**src/rtl/regfile_dump.sv**
```systemverilog
// Register-file dump engine: sweeps the shared read port over X0..X(N_REGS-1)
// and streams each captured value out as an (index, data) valid/ready beat.
module regfile_dump #(
  parameter int unsigned N_REGS = 32,
  parameter int unsigned W      = 64
) (
  input  logic         clk,
  input  logic         reset,
  input  logic         start,
  output logic [4:0]   ra,
  input  logic [W-1:0] rd,
  output logic         dump_valid,
  input  logic         dump_ready,
  output logic [4:0]   dump_idx,
  output logic [W-1:0] dump_data,
  output logic         busy,
  output logic         done
);

  typedef enum logic [1:0] {StIdle, StRead, StSend, StDone} state_e;

  localparam logic [4:0] LastIdx = 5'(N_REGS - 1);

  state_e         state_q, state_d;
  logic [4:0]     idx_q, idx_d;
  logic [4:0]     dump_idx_q;
  logic [W-1:0]   dump_data_q;

  always_comb begin
    state_d = state_q;
    idx_d   = idx_q;
    unique case (state_q)
      StIdle: begin
        if (start) begin
          idx_d   = '0;
          state_d = StRead;
        end
      end
      StRead: state_d = StSend;
      StSend: begin
        if (dump_ready) begin
          // Terminal compare comes first so idx never wraps past the last register.
          if (idx_q == LastIdx) begin
            state_d = StDone;
          end else begin
            idx_d   = idx_q + 5'd1;
            state_d = StRead;
          end
        end
      end
      StDone:  state_d = StIdle;
      default: state_d = StIdle;
    endcase
  end

  always_ff @(posedge clk or posedge reset) begin
    if (reset) begin
      state_q     <= StIdle;
      idx_q       <= '0;
      dump_idx_q  <= '0;
      dump_data_q <= '0;
    end else begin
      state_q <= state_d;
      idx_q   <= idx_d;
      if (state_q == StRead) begin
        dump_idx_q  <= idx_q;
        dump_data_q <= rd;
      end
    end
  end

  // Outputs decode state only, so none depends combinationally on dump_ready or start.
  assign ra         = (state_q == StRead || state_q == StSend) ? idx_q : 5'd0;
  assign dump_valid = (state_q == StSend);
  assign busy       = (state_q == StRead || state_q == StSend);
  assign done       = (state_q == StDone);
  assign dump_idx   = dump_idx_q;
  assign dump_data  = dump_data_q;

endmodule
```
**config.mk**
```make
export PLATFORM = sky130hd
export DESIGN_NAME = regfile_dump
export DESIGN_NICKNAME = d
export VERILOG_FILES = /design/src/rtl/regfile_dump.sv
export SDC_FILE = /design/constraint.sdc
export NUM_CORES = 1
export LEC_CHECK = 0
export ABC_AREA = 1
export BUFFER_PORTS_ARGS = -buffer_cell sky130_fd_sc_hd__clkbuf_2
export CAP_MARGIN = 20
export CORE_ASPECT_RATIO = 1.2
export CORE_UTILIZATION = 40
export DETAILED_ROUTE_END_ITERATION = 16
export PLACE_DENSITY = 0.77
export SYNTH_ARGS = -nofsm -noshare
export SYNTH_HDL_FRONTEND = slang
export SYNTH_SLANG_ARGS = --single-unit
```
**constraint.sdc**
```tcl
create_clock -name clk -period 6 [get_ports clk]
set_clock_uncertainty 0.1 [all_clocks]
set_input_delay 0.6 -clock clk [delete_from_list [all_inputs] [get_ports clk]]
set_output_delay 0.6 -clock clk [all_outputs]
set_load 0.005 [all_outputs]
```
==> flow_results.org, run 1 <==
** Global route
- Number of global-route vias before repair :: 2151
- Overall routing resource usage :: 0.1511
- Entering global routing, the biggest net connects 77 pins.
- The total overflow left after global routing is 0.
- Wire length of the first global-routing pass :: 10230 microns
- The number of antenna violations at the first check in global routing was 0.

** Floorplanning
- The initial utilization of the core area, before any placement, comes to 0.4138.
- From left edge to right edge, the die measures 85.83 microns.
- During I/O placement, the number of pins put on the boundary was 145.
- The floorplan step defined a core boundary enclosing 0.008153 sq mm.
- The die covers 0.008806 sq mm.
- Measured along the y axis, the die boundary spans 102.6 microns.
- The floorplan has 36 rows.

** Final layout
- Non-Filler Instances :: 481
- Count of nets after finishing :: 436
- In the final layout, the share of cells above drive strength 1 is 0.6458.
- In the final layout, the multi-input gates occupy 0.001277 sq mm.
- Across the whole layout, storage elements account for 0.001902 sq mm.
- 0 antenna diodes ended up in the layout.
- The filler cells instantiated in the layout total 693.
- The area growth from synthesis to layout is 29.78%.

** Yosys
- Counting distinct cell types in the post-synthesis netlist gives 17.
- Netlist Area Pre-Place :: 0.003373 sq mm
- Synth Area per Inst :: 15.84 sq um
- Post-synth net total :: 287
- Register bit count reported by yosys :: 76
- Synthesis produced 213 cells.
- Warnings, synthesis :: 0
- Sequential share of the synthesized area :: 0.5638

** Detailed routing
- The detail route stage leaves a number of antenna-violating nets equal to 0.
- Average wire per cell in the routed design :: 13.35 microns
- Count of unresolved DRC violations after routing :: 0
- Via density :: 4.422
- Final routed wirelength across all metal layers :: 6422 microns
- Initial DRC count :: 32
- Router iterations before antenna repair :: 3
- The routed layout has 2127 vias.

** Power
- Worst-case vdd ir drop :: 0.0002842 V
- Of the total power, registers draw 0.373.
- Static leakage :: 2.350 nW
- Summed over all nets, the switching power comes to 742.1 uW.
- Internal power :: 1.701 mW
- Overall power consumption after layout is estimated at 2.443 mW.
- Net switching share of the total power :: 0.3038
- Portion of total power attributed to combinational logic :: 0.438
- Of the total power, the clock network draws 0.189.
- Power density over cell area :: 558.0 mW/mm^2

** Run status
- Run status :: completed

** Timing
- RSZ-0062 raised after global routing :: no
- Worst slew margin :: 0.3734
- Tmin final :: 2215 ps
- Final clock period utilization by the worst path :: 0.3691
- Timing would allow up to 0.4516 GHz.
- Final-report setup violation count :: 0
- For the pin with the worst max-slew slack, the measured transition is 939.8 ps.
- Slew Viols, Final :: 0
- The count of final hold-check violations came to 0.
- Setup total negative slack :: 0 ps

** Critical path
- Of all nets on the critical path, the largest fanout is 6.
- CP Cell Sequence :: inv_1 -> ha_1 -> nand2_1 -> inv_1 -> clkbuf_2
- STA classifies the critical path startpoint as a register.
- The worst setup path is captured at an output port.
- In this design, the largest share of critical-path delay is due to flip-flops.
- At the worst endpoint, the arrival time is 1510 ps.
- Together, buffers and inverters on the worst path number 3.
- Register-to-Register Setup Slack :: 3940 ps
- Worst endpoint required time :: 5300 ps
- Most frequent cell on the critical path :: sky130_fd_sc_hd__inv_1
- Path type of the worst setup path :: register to output port
- The largest single stage delay on the critical path is 440 ps.
- Library cell contributing the largest single delay on the critical path :: sky130_fd_sc_hd__dfrtp_1

** Job
- Across the run, the number of max-cap violations was 0.

** Placement
- Inst Count DP :: 465
- Detailed placement finished with a half-perimeter wire length of 4530 microns.
- Final Wtd Congestion :: 0.7706
- Number of I/O port buffers :: 144

** Clocking
- Clock Tree Buf Depth :: 2
- Htree depth :: 3
- Number of buffers inserted during clock tree synthesis :: 9
- Post-CTS timing repair inserted 0 buffers for setup.
- Number of gates given a new drive strength after cts :: 0
- TritonCTS built the clock tree.
- Hold buffer count at cts :: 0
- The tree is rooted in a sky130_fd_sc_hd__clkbuf_8.
- Counting every sink on the clock net gives 76.
- Clock transition at path regs :: 80 ps
- Clk_lat worst skew :: 350 ps

** Hold path
- The path class of the tightest hold or removal check is input pin to register.
-- through the flow --
step / area [sq um] / utilization / hold slack [ps] / setup WS (ps)
floorplan: 3373 / - / 401.0 / 3362
global placement: 4110 / 0.5041 / 391.2 / 3782
detailed placement: 4138 / 0.5075 / 394.4 / 3931
CTS: 4378 / 0.5370 / 355.1 / 3743
global route: 4378 / 0.5370 / 348.8 / 3654
finish: 4378 / 0.5370 / 374.7 / 3785
-- cells by family after synthesis --
family	count (synthesis)	share of synthesized area
flip-flops	76	0.5638
multiplexers	67	0.2971
AND/OR/NAND/NOR	32	0.04229
buffers and inverters	23	0.06120
AO/OA/AOI/OAI	9	0.01335
adder cells (fa/ha/maj)	6	0.02225
-- metal layers --
metal,share of wire,GRT usage,vias to the layer above
met5,0,0,-
li1,-,-,1014
met2,0.46,0.2375,86
met4,0.021,0.08333,0
met3,0.067,0.04804,12
met1,0.45,0.1860,1015
-- worst paths after layout --
check	from	to	depth (start not counted)
hold reg to reg	dump_data[33]$_DFFE_PP0N_	dump_data[33]$_DFFE_PP0N_	1
max in group asynchronous	reset	dump_data[13]$_DFFE_PP0N_	3
hold / removal	rd[19]	dump_data[19]$_DFFE_PP0N_	2
setup reg to reg	state_q[1]$_DFFE_PP0P_	dump_data[28]$_DFFE_PP0N_	5
min in group asynchronous	reset	dump_data[61]$_DFFE_PP0N_	3
setup / recovery	state_q[0]$_DFFE_PP0P_	ra[1]	5
-- area by class of cell --
type	instances	share of cell area
clock buffers	10	0.02915
clock inverters	6	0.02572
inverters	14	0.01200
multi-input cells	114	0.2918
flip-flops and latches	76	0.4344
well taps	114	0.03258
repair buffers	147	0.1743
-- layout by cell type (no fill, tap or decap), types with 2 or more instances in the layout --
| cell type | synthesis | layout |
|---|---|---|
| sky130_fd_sc_hd__bufinv_16 | 0 | 3 |
| sky130_fd_sc_hd__ha_1 | 6 | 5 |
| sky130_fd_sc_hd__o21ai_1 | 5 | 5 |
| sky130_fd_sc_hd__nand3_1 | 4 | 4 |
| sky130_fd_sc_hd__clkbuf_8 | 0 | 9 |
| sky130_fd_sc_hd__nor2_2 | 2 | 2 |
| sky130_fd_sc_hd__clkinvlp_4 | 0 | 3 |
| sky130_fd_sc_hd__dfrtp_1 | 76 | 76 |
| sky130_fd_sc_hd__a21oi_1 | 3 | 3 |
| sky130_fd_sc_hd__clkbuf_2 | 0 | 144 |
| sky130_fd_sc_hd__mux2_4 | 66 | 66 |
| sky130_fd_sc_hd__buf_4 | 0 | 2 |
| sky130_fd_sc_hd__nor2_1 | 3 | 3 |
| sky130_fd_sc_hd__inv_1 | 14 | 13 |
| sky130_fd_sc_hd__nand2_1 | 18 | 18 |
| sky130_fd_sc_hd__nand2_2 | 3 | 3 |
-- synth_stat cells --
library cell	number	area, sq um
sky130_fd_sc_hd__a21oi_1	3	15.01
sky130_fd_sc_hd__buf_12	6	120.1
sky130_fd_sc_hd__buf_6	3	33.78
sky130_fd_sc_hd__dfrtp_1	76	1902
sky130_fd_sc_hd__ha_1	6	75.07
sky130_fd_sc_hd__inv_1	14	52.55
sky130_fd_sc_hd__mux2_2	1	11.26
sky130_fd_sc_hd__mux2_4	66	991.0
sky130_fd_sc_hd__nand2_1	18	67.56
sky130_fd_sc_hd__nand2_2	3	18.77
sky130_fd_sc_hd__nand3_1	4	20.02
sky130_fd_sc_hd__nand4_1	1	6.260
sky130_fd_sc_hd__nor2_1	3	11.26
sky130_fd_sc_hd__nor2_2	2	12.51
sky130_fd_sc_hd__o21ai_0	1	5.000
sky130_fd_sc_hd__o21ai_1	5	25.02
sky130_fd_sc_hd__or2_2	1	6.260
-- power by group through the flow --
stage | clock network, mW | registers [mW] | logic [mW]
after global placement | 0 | 0.904 | 1.06
after global routing | 0.495 | 0.940 | 1.17
final | 0.462 | 0.911 | 1.07
after floorplan | 0 | 0.916 | 0.793
after detailed placement | 0 | 0.917 | 1.08
after CTS | 0.475 | 0.914 | 1.09
-- sequential cells by signal, summed over array words and instances, names as in the netlist --
| name | count |
|---|---|
| dump_data | 64 |
| dump_idx | 5 |
| idx_q | 5 |
| state_q | 2 |
No activity file was read; power rests on OpenSTA's default activity.
==> run 2: changes to the inputs <==
--- a/config.mk
+++ b/config.mk
@@ -11,7 +11,7 @@
 export CORE_ASPECT_RATIO = 1.2
 export CORE_UTILIZATION = 40
 export DETAILED_ROUTE_END_ITERATION = 16
-export PLACE_DENSITY = 0.77
+export PLACE_DENSITY = 0.8
 export SYNTH_ARGS = -nofsm -noshare
 export SYNTH_HDL_FRONTEND = slang
 export SYNTH_SLANG_ARGS = --single-unit
==> constraint.sdc (replaced) <==
create_clock -name clk -period 1.8 [get_ports clk]
set_clock_uncertainty 0.1 [all_clocks]
set_input_delay 0.18 -clock clk [delete_from_list [all_inputs] [get_ports clk]]
set_output_delay 0.18 -clock clk [all_outputs]
set_load 0.005 [all_outputs]
==> run 2 against run 1 <==
Effect of this change:
- critical endpoint is now ra[2]
- die area unchanged
- register-to-register slack worse by 3800 ps
- largest cell class unchanged
- cell area grew 16%
- first-iteration DRC count grew 120%
- cell count is 15% higher
- setup slack got worse by 3700 ps
- non-clock buffer count up 72
==> flow_results.org, run 2 (synthesis results as in run 1) <==
** Run status
- The flow ran to the end, and the final reports show no timing, DRC or antenna violations.

** Global route
- The first global-routing pass estimated 11850 microns of wire.
- Largest net degree at the start of global routing :: 44
- The via count of the first global-routing pass is 2440.
- Grt ovf :: 0
- Number of antenna violations at the first check in global routing :: 0
- Overall routing resource usage :: 0.1793

** Critical path
- Critical path's top delay family :: flip-flops
- The critical path is of the register to output port type.
- Most frequent cell on the critical path :: sky130_fd_sc_hd__inv_1
- The critical path runs through a total of 5 cells.
- In this run the critical register-to-register path is launched from state_q[1]$_DFFE_PP0P_.
- Data arrival at the endpoint of the critical path :: 1400 ps
- Register-to-Register Setup Slack :: 160 ps
- Cells on worst reg2reg path :: 4
- STA classifies the critical path startpoint as a register.
- Largest stage delay, worst path :: 390 ps
- The worst register-to-register path ends at dump_data[10]$_DFFE_PP0N_.
- Worst endpoint required time :: 1520 ps
- Of all nets on the critical path, the largest fanout is 6.
- Critical path capture point type :: output port
- Library cell contributing the largest single delay on the critical path :: sky130_fd_sc_hd__dfrtp_1
- CP Cell Sequence :: inv_1 -> ha_4 -> nand2_1 -> inv_1 -> clkbuf_2
- Worst path bufs/invs :: 3

** Placement
- The congestion estimate from routability-driven global placement came to 0.8233.
- Sum of net half-perimeters after detailed placement :: 4774 microns
- Timing analysis after detailed placement gives a worst setup slack of 214.1 ps.
- Once placement completed, the tool counted placed cells totaling 471.
- Port buffering added 144 buffers.

** Timing
- Fin. Hold Viols :: 0
- The max-slew violation count is 0.
- Worst-case setup margin in the final layout :: 120.6 ps
- Across all hold checks on the routed design, the worst slack comes to 76.45 ps.
- Setup repair after global routing left no endpoint under its margin.
- Summed over all failing endpoints, the final setup total negative slack is 0 ps.
- At the pin with the least slew margin, the transition time is 535.9 ps.
- Of the available clock period, the critical path in the final layout requires 0.9330.
- Derived from the worst setup path, the maximum achievable clock frequency is 0.5954 GHz.
- The worst path in the final design needs a cycle of 1679 ps, including I/O delays and setup.
- Setup violations remaining at the end of the flow were counted as 0.
- Measured against its own limit, the worst slew margin works out to 0.6428.

** Clocking
- Clock tree synthesis found a total of 76 sinks.
- Number of buffers inserted during clock tree synthesis :: 9
- TritonCTS built the clock tree.
- Clk_lat worst skew :: 340 ps
- The H-tree generated during clock tree synthesis spans 3 levels.
- Clock Tree Buf Depth :: 2
- Clock-pin slew was measured on the worst setup and hold paths at 70 ps.
- Clock root cell :: sky130_fd_sc_hd__clkbuf_8

** Final layout
- Share of post-route cells with drive strength above 1 :: 0.5581
- Count of nets after finishing :: 508
- Core Util, Final :: 0.6229
- N_diodes :: 0
- Largest register FFs :: 64
- In the layout the commonest cells are sky130_fd_sc_hd__clkbuf_2, sky130_fd_sc_hd__dfrtp_1, sky130_fd_sc_hd__mux2_4.
- Filler instances :: 620
- Most common cell after layout, fill and taps aside :: sky130_fd_sc_hd__clkbuf_2
- Non-Filler Instances :: 553
- Area added between synthesis and finish :: 50.56%

** Floorplanning
- The core region is 0.008153 sq mm.
- Number of placed I/O pins :: 145
- Floorplan die area :: 0.008806 sq mm
- Die Span Y :: 102.6 microns
- In this run the core area contains 36 standard-cell rows.
- Starting density of the core :: 0.4138
- Chip width :: 85.83 microns

** Power
- In this run the power density over the cells is 1651 mW/mm^2.
- Static leakage :: 2.649 nW
- VDD sags by at most 0.0007023 V.

** Detailed routing
- In this run the remaining antenna-violating nets after routing total 0.
- In the routed design, unresolved DRC markers number 0.
- After detailed routing, the total wire length is 7937 microns.
- Average wire per cell in the routed design :: 14.35 microns
- Initial DRC count :: 69
- Via density :: 4.414
- The first detailed-routing pass ran for 4 iterations.
- DR vias :: 2441

** Hold path
- The path with the worst hold slack has its endpoint at state_q[0]$_DFFE_PP0P_.
- Worst min path class :: input pin to register
- Worst hold path depth :: 5
- Hold Path Origin :: dump_ready

** Job
- The tool flagged a number of max-cap violations equal to 0.
run 2: cell count changes in the layout (fill, tap and decap cells not counted), sizes merged:
cell	change
bufinv	-1
buf	+7
dlygate4sd3	+65
clkinv	+2
inv	-1
run 2: power breakdown:
group	internal (mW)	switching [mW]	total [mW]
clock network	0.781	0.633	1.41
logic	2.44	1.50	3.95
registers	2.54	0.490	3.03
total	5.76	2.63	8.39
run 2: layout make-up:
cell class | instances | area (sq um) | area share
well taps | 114 | 142.6 | 0.02809
multi-input cells | 114 | 1290 | 0.2540
repair buffers | 219 | 1471 | 0.2897
inverters | 14 | 56.30 | 0.01109
clock buffers | 10 | 127.6 | 0.02513
flip-flops and latches | 76 | 1902 | 0.3745
clock inverters | 6 | 88.84 | 0.01749
run 2: layer usage:
metal	vias to the layer above	global-route usage	routed length [microns]
met3	8	0.04404	334
met4	0	0.07179	85
met5	-	0	0
li1	1152	-	-
met1	1201	0.1973	3181
met2	80	0.3329	4335
run 2: worst register-to-register path, stage by stage (launching register included):
cell,delay (ps)
sky130_fd_sc_hd__dfrtp_1,410
sky130_fd_sc_hd__inv_1,180
sky130_fd_sc_hd__ha_4,240
sky130_fd_sc_hd__buf_12,240
sky130_fd_sc_hd__mux2_2,370
run 2: repair_timing:
item                                    4_1_cts  5_1_grt
endpoints found under the setup margin        1        5
buffers inserted                              1        0
hold buffers                                 65        0
gates resized for setup                       0        1
endpoints found under the hold margin       140        0
run 2: metrics by stage:
stage / cell area, sq um / power, mW
after floorplan: 3377 / 5.699
after global placement: 4192 / 6.668
after detailed placement: 4192 / 6.781
after CTS: 5066 / 8.381
after global routing: 5079 / 8.883
final: 5079 / 8.386
run 2: worst max path at each step:
stage                            from                         to  slack (ps)
6_report       state_q[1]$_DFFE_PP0P_                      ra[2]         120
4_1_cts        state_q[1]$_DFFE_PP0P_                      ra[2]          40
3_5_place_dp   state_q[1]$_DFFE_PP0P_  dump_data[10]$_DFFE_PP0N_         210
3_3_place_gp   state_q[1]$_DFFE_PP0P_  dump_data[10]$_DFFE_PP0N_         260
2_1_floorplan    idx_q[0]$_DFFE_PP0P_       idx_q[3]$_DFFE_PP0P_         290
5_1_grt          idx_q[0]$_DFFE_PP0P_       idx_q[3]$_DFFE_PP0P_          30
==> run 3: changes to the inputs <==
--- a/config.mk
+++ b/config.mk
@@ -11,7 +11,9 @@
 export CORE_ASPECT_RATIO = 1.2
 export CORE_UTILIZATION = 40
 export DETAILED_ROUTE_END_ITERATION = 16
+export GPL_ROUTABILITY_DRIVEN = 1
 export PLACE_DENSITY = 0.8
+export RECOVER_POWER = 50
 export SYNTH_ARGS = -nofsm -noshare
 export SYNTH_HDL_FRONTEND = slang
 export SYNTH_SLANG_ARGS = --single-unit
==> run 3 against run 2 <==
Effect of this change:
- total power is 0.72% lower
- critical path depth unchanged
- clock power is essentially flat
- setup slack about the same
- first-iteration DRC count is 10% higher
- combinational power is 2% lower
- register-to-register slack barely moved
- global-route usage stayed put
- clock-buffer cell count unchanged
- highest routed layer unchanged
==> flow_results.org, run 3 (synthesis results as in run 1) <==
** Clocking
- The clock drives 76 sinks.
- Clock transition at path regs :: 70 ps
- Clock tree synthesis inserted a total of 9 buffers.
- The H-tree was split into 3 levels.
- Clock tree from TritonCTS :: built
- Clock root cell :: sky130_fd_sc_hd__clkbuf_8
- The longest clock path from root to sink contains 2 buffers.
- For the worst-skew pair, the clock arrives at the later sink with an insertion delay of 340 ps.

** Timing
- Static timing analysis puts the maximum clock frequency at 0.5954 GHz.
- Transition time of the tightest slew-check pin :: 1042 ps
- The count of final hold-check violations came to 0.
- Slew Viols, Final :: 0
- Worst slew margin :: 0.3055
- Counting I/O delays and the setup requirement, the final critical path takes 1679 ps.
- Setup total negative slack :: 0 ps
- Setup violations remaining at the end of the flow were counted as 0.
- Dividing the final minimum period by the clock period gives 0.9330.
- Setup repair after global routing left no endpoint under its margin.

** Global route
- Overall routing resource usage :: 0.1793
- Largest net degree at the start of global routing :: 44
- Number of global-route vias before repair :: 2440
- The first global-routing pass estimated 11850 microns of wire.
- Grt ovf :: 0
- The number of antenna violations at the first check in global routing is 0.

** Floorplanning
- Die Span Y :: 102.6 microns
- After floorplanning, the core was sized to cover 0.008153 sq mm.
- The floorplan has 36 rows.
- Starting density of the core :: 0.4138
- The floorplan step defined a die boundary enclosing 0.008806 sq mm.
- 145 I/O pins were placed.
- Chip width :: 85.83 microns

** Critical path
- On the worst path, the slowest cell contributes a delay of 390 ps.
- STA classifies the critical path endpoint as an output port.
- Of all nets on the critical path, the largest fanout is 6.
- At the worst endpoint, the required time is 1520 ps.
- Data arrival at the endpoint of the critical path :: 1400 ps
- Path type of the worst setup path :: register to output port
- Most frequent cell on the critical path :: sky130_fd_sc_hd__inv_1
- On the critical path, the stage with the largest delay is an instance of sky130_fd_sc_hd__dfrtp_1.
- Worst path bufs/invs :: 3
- The signal on the critical path passes through inv_1 -> ha_4 -> nand2_1 -> inv_1 -> clkbuf_2.
- The kind of cell with the highest combined delay along the critical path is flip-flops.
- Startpoint type of the worst setup path :: register

** Power
- Worst-case vdd ir drop :: 0.0007062 V
- Power density over cell area :: 1650 mW/mm^2
- Static leakage :: 2.579 nW
- The completed layout was analyzed and its total power is 8.325 mW.

** Detailed routing
- After detailed routing, the met2 layer carries 4344 microns of wire.
- In the final routing, the length of wire on met1 measures 3158 microns.
- Highest layer used for signal routing :: met4
- Average wire per cell in the routed design :: 14.39 microns
- Initial DRC count :: 76
- The detail route stage leaves a number of antenna-violating nets equal to 0.
- The detailed router placed 2450 vias in this run.
- In the routed design, unresolved DRC markers number 0.
- For this run, the detailed router's first-pass iteration total came to 4.
- Via density :: 4.430
- Routed wire length on met3 :: 368 microns
- The routed design has 7956 microns of wire.

** Final layout
- The library cell used most frequently in the layout, excluding fill and tap cells, is sky130_fd_sc_hd__clkbuf_2.
- The register with the most flip-flops in the layout has 64 of them.
- N_diodes :: 0
- Final design instance area without fill :: 0.005045 sq mm
- Excluding fillers, the count of instances in the completed layout stands at 553.
- Area added between synthesis and finish :: 49.55%
- Core Util, Final :: 0.6188
- Highest-count cells in the layout ignoring fill and taps :: sky130_fd_sc_hd__clkbuf_2, sky130_fd_sc_hd__dfrtp_1, sky130_fd_sc_hd__mux2_4
- Share of post-route cells with drive strength above 1 :: 0.5057
- The net count of the finished layout is 508.

** Run status
- The run finished with clean final reports.

** Placement
- Sum of net half-perimeters after detailed placement :: 4774 microns
- The number of placed instances, taps included, is 471.
- Input and output buffers added on the ports amount to 144.
- Final Wtd Congestion :: 0.8233
- Placed Instance Area :: 0.004192 sq mm

** Hold path
- The tightest min-delay check is of the input pin to register type.

** Job
- Number of max-capacitance violations reported :: 0
-- run 3: cell count changes in the layout (fill, tap and decap cells not counted) --
cell,change
sky130_fd_sc_hd__buf_4,-2
sky130_fd_sc_hd__clkbuf_1,+23
sky130_fd_sc_hd__clkbuf_2,-21
-- run 3: routing by layer --
layer | global-route usage | up-vias
met2 | 0.3329 | 84
met5 | 0 | -
li1 | - | 1153
met3 | 0.04404 | 8
met4 | 0.07179 | 0
met1 | 0.1973 | 1205
-- run 3: cell type report --
type / instances / area, sq um
Fill cell: 633 / 3108
Sequential cell: 76 / 1902
Timing Repair Buffer: 219 / 1438
Multi-Input combinational cell: 114 / 1290
Tap cell: 114 / 142.6
Clock buffer: 10 / 127.6
Clock inverter: 6 / 88.84
Inverter: 14 / 56.30
-- run 3: report_power, final --
| part | switching [mW] | internal [mW] | total, mW |
|---|---|---|---|
| sequential | 0.489 | 2.53 | 3.02 |
| combinational | 1.51 | 2.38 | 3.89 |
| clock | 0.632 | 0.781 | 1.41 |
| total | 2.63 | 5.69 | 8.33 |
-- run 3: worst reg2reg max path, stage by stage (launching register included) --
cell and delay (ps):
sky130_fd_sc_hd__dfrtp_1 410, sky130_fd_sc_hd__inv_1 180, sky130_fd_sc_hd__ha_4 240, sky130_fd_sc_hd__buf_12 240, sky130_fd_sc_hd__mux2_2 370
-- run 3: final timing paths --
check | start | slack [ps] | depth (start not counted) | endpoint
setup / recovery | state_q[1]$_DFFE_PP0P_ | 120 | 5 | ra[2]
hold / removal | dump_ready | 80 | 5 | state_q[0]$_DFFE_PP0P_
setup reg to reg | state_q[1]$_DFFE_PP0P_ | 160 | 4 | dump_data[10]$_DFFE_PP0N_
hold reg to reg | dump_data[10]$_DFFE_PP0N_ | 410 | 1 | dump_data[10]$_DFFE_PP0N_
max in group asynchronous | reset | 290 | 4 | dump_data[33]$_DFFE_PP0N_
min in group asynchronous | reset | 570 | 4 | dump_data[57]$_DFFE_PP0N_
-- run 3: metrics by stage --
| step | setup slack [ps] | hold WS [ps] |
|---|---|---|
| finish | 120.5 | 76.35 |
| CTS | 37.52 | 55.82 |
| global placement | 256.2 | 218.2 |
| floorplan | 290.0 | 228.1 |
| detailed placement | 214.1 | 227.3 |
| global route | 26.65 | 112.5 |
-- run 3: timing repair --
| item | CTS | global route |
|---|---|---|
| gates resized for setup | 0 | 1 |
| hold endpoints to repair | 140 | 0 |
| setup buffers | 1 | 0 |
| hold buffers | 65 | 0 |
| endpoints found under the setup margin | 1 | 5 |
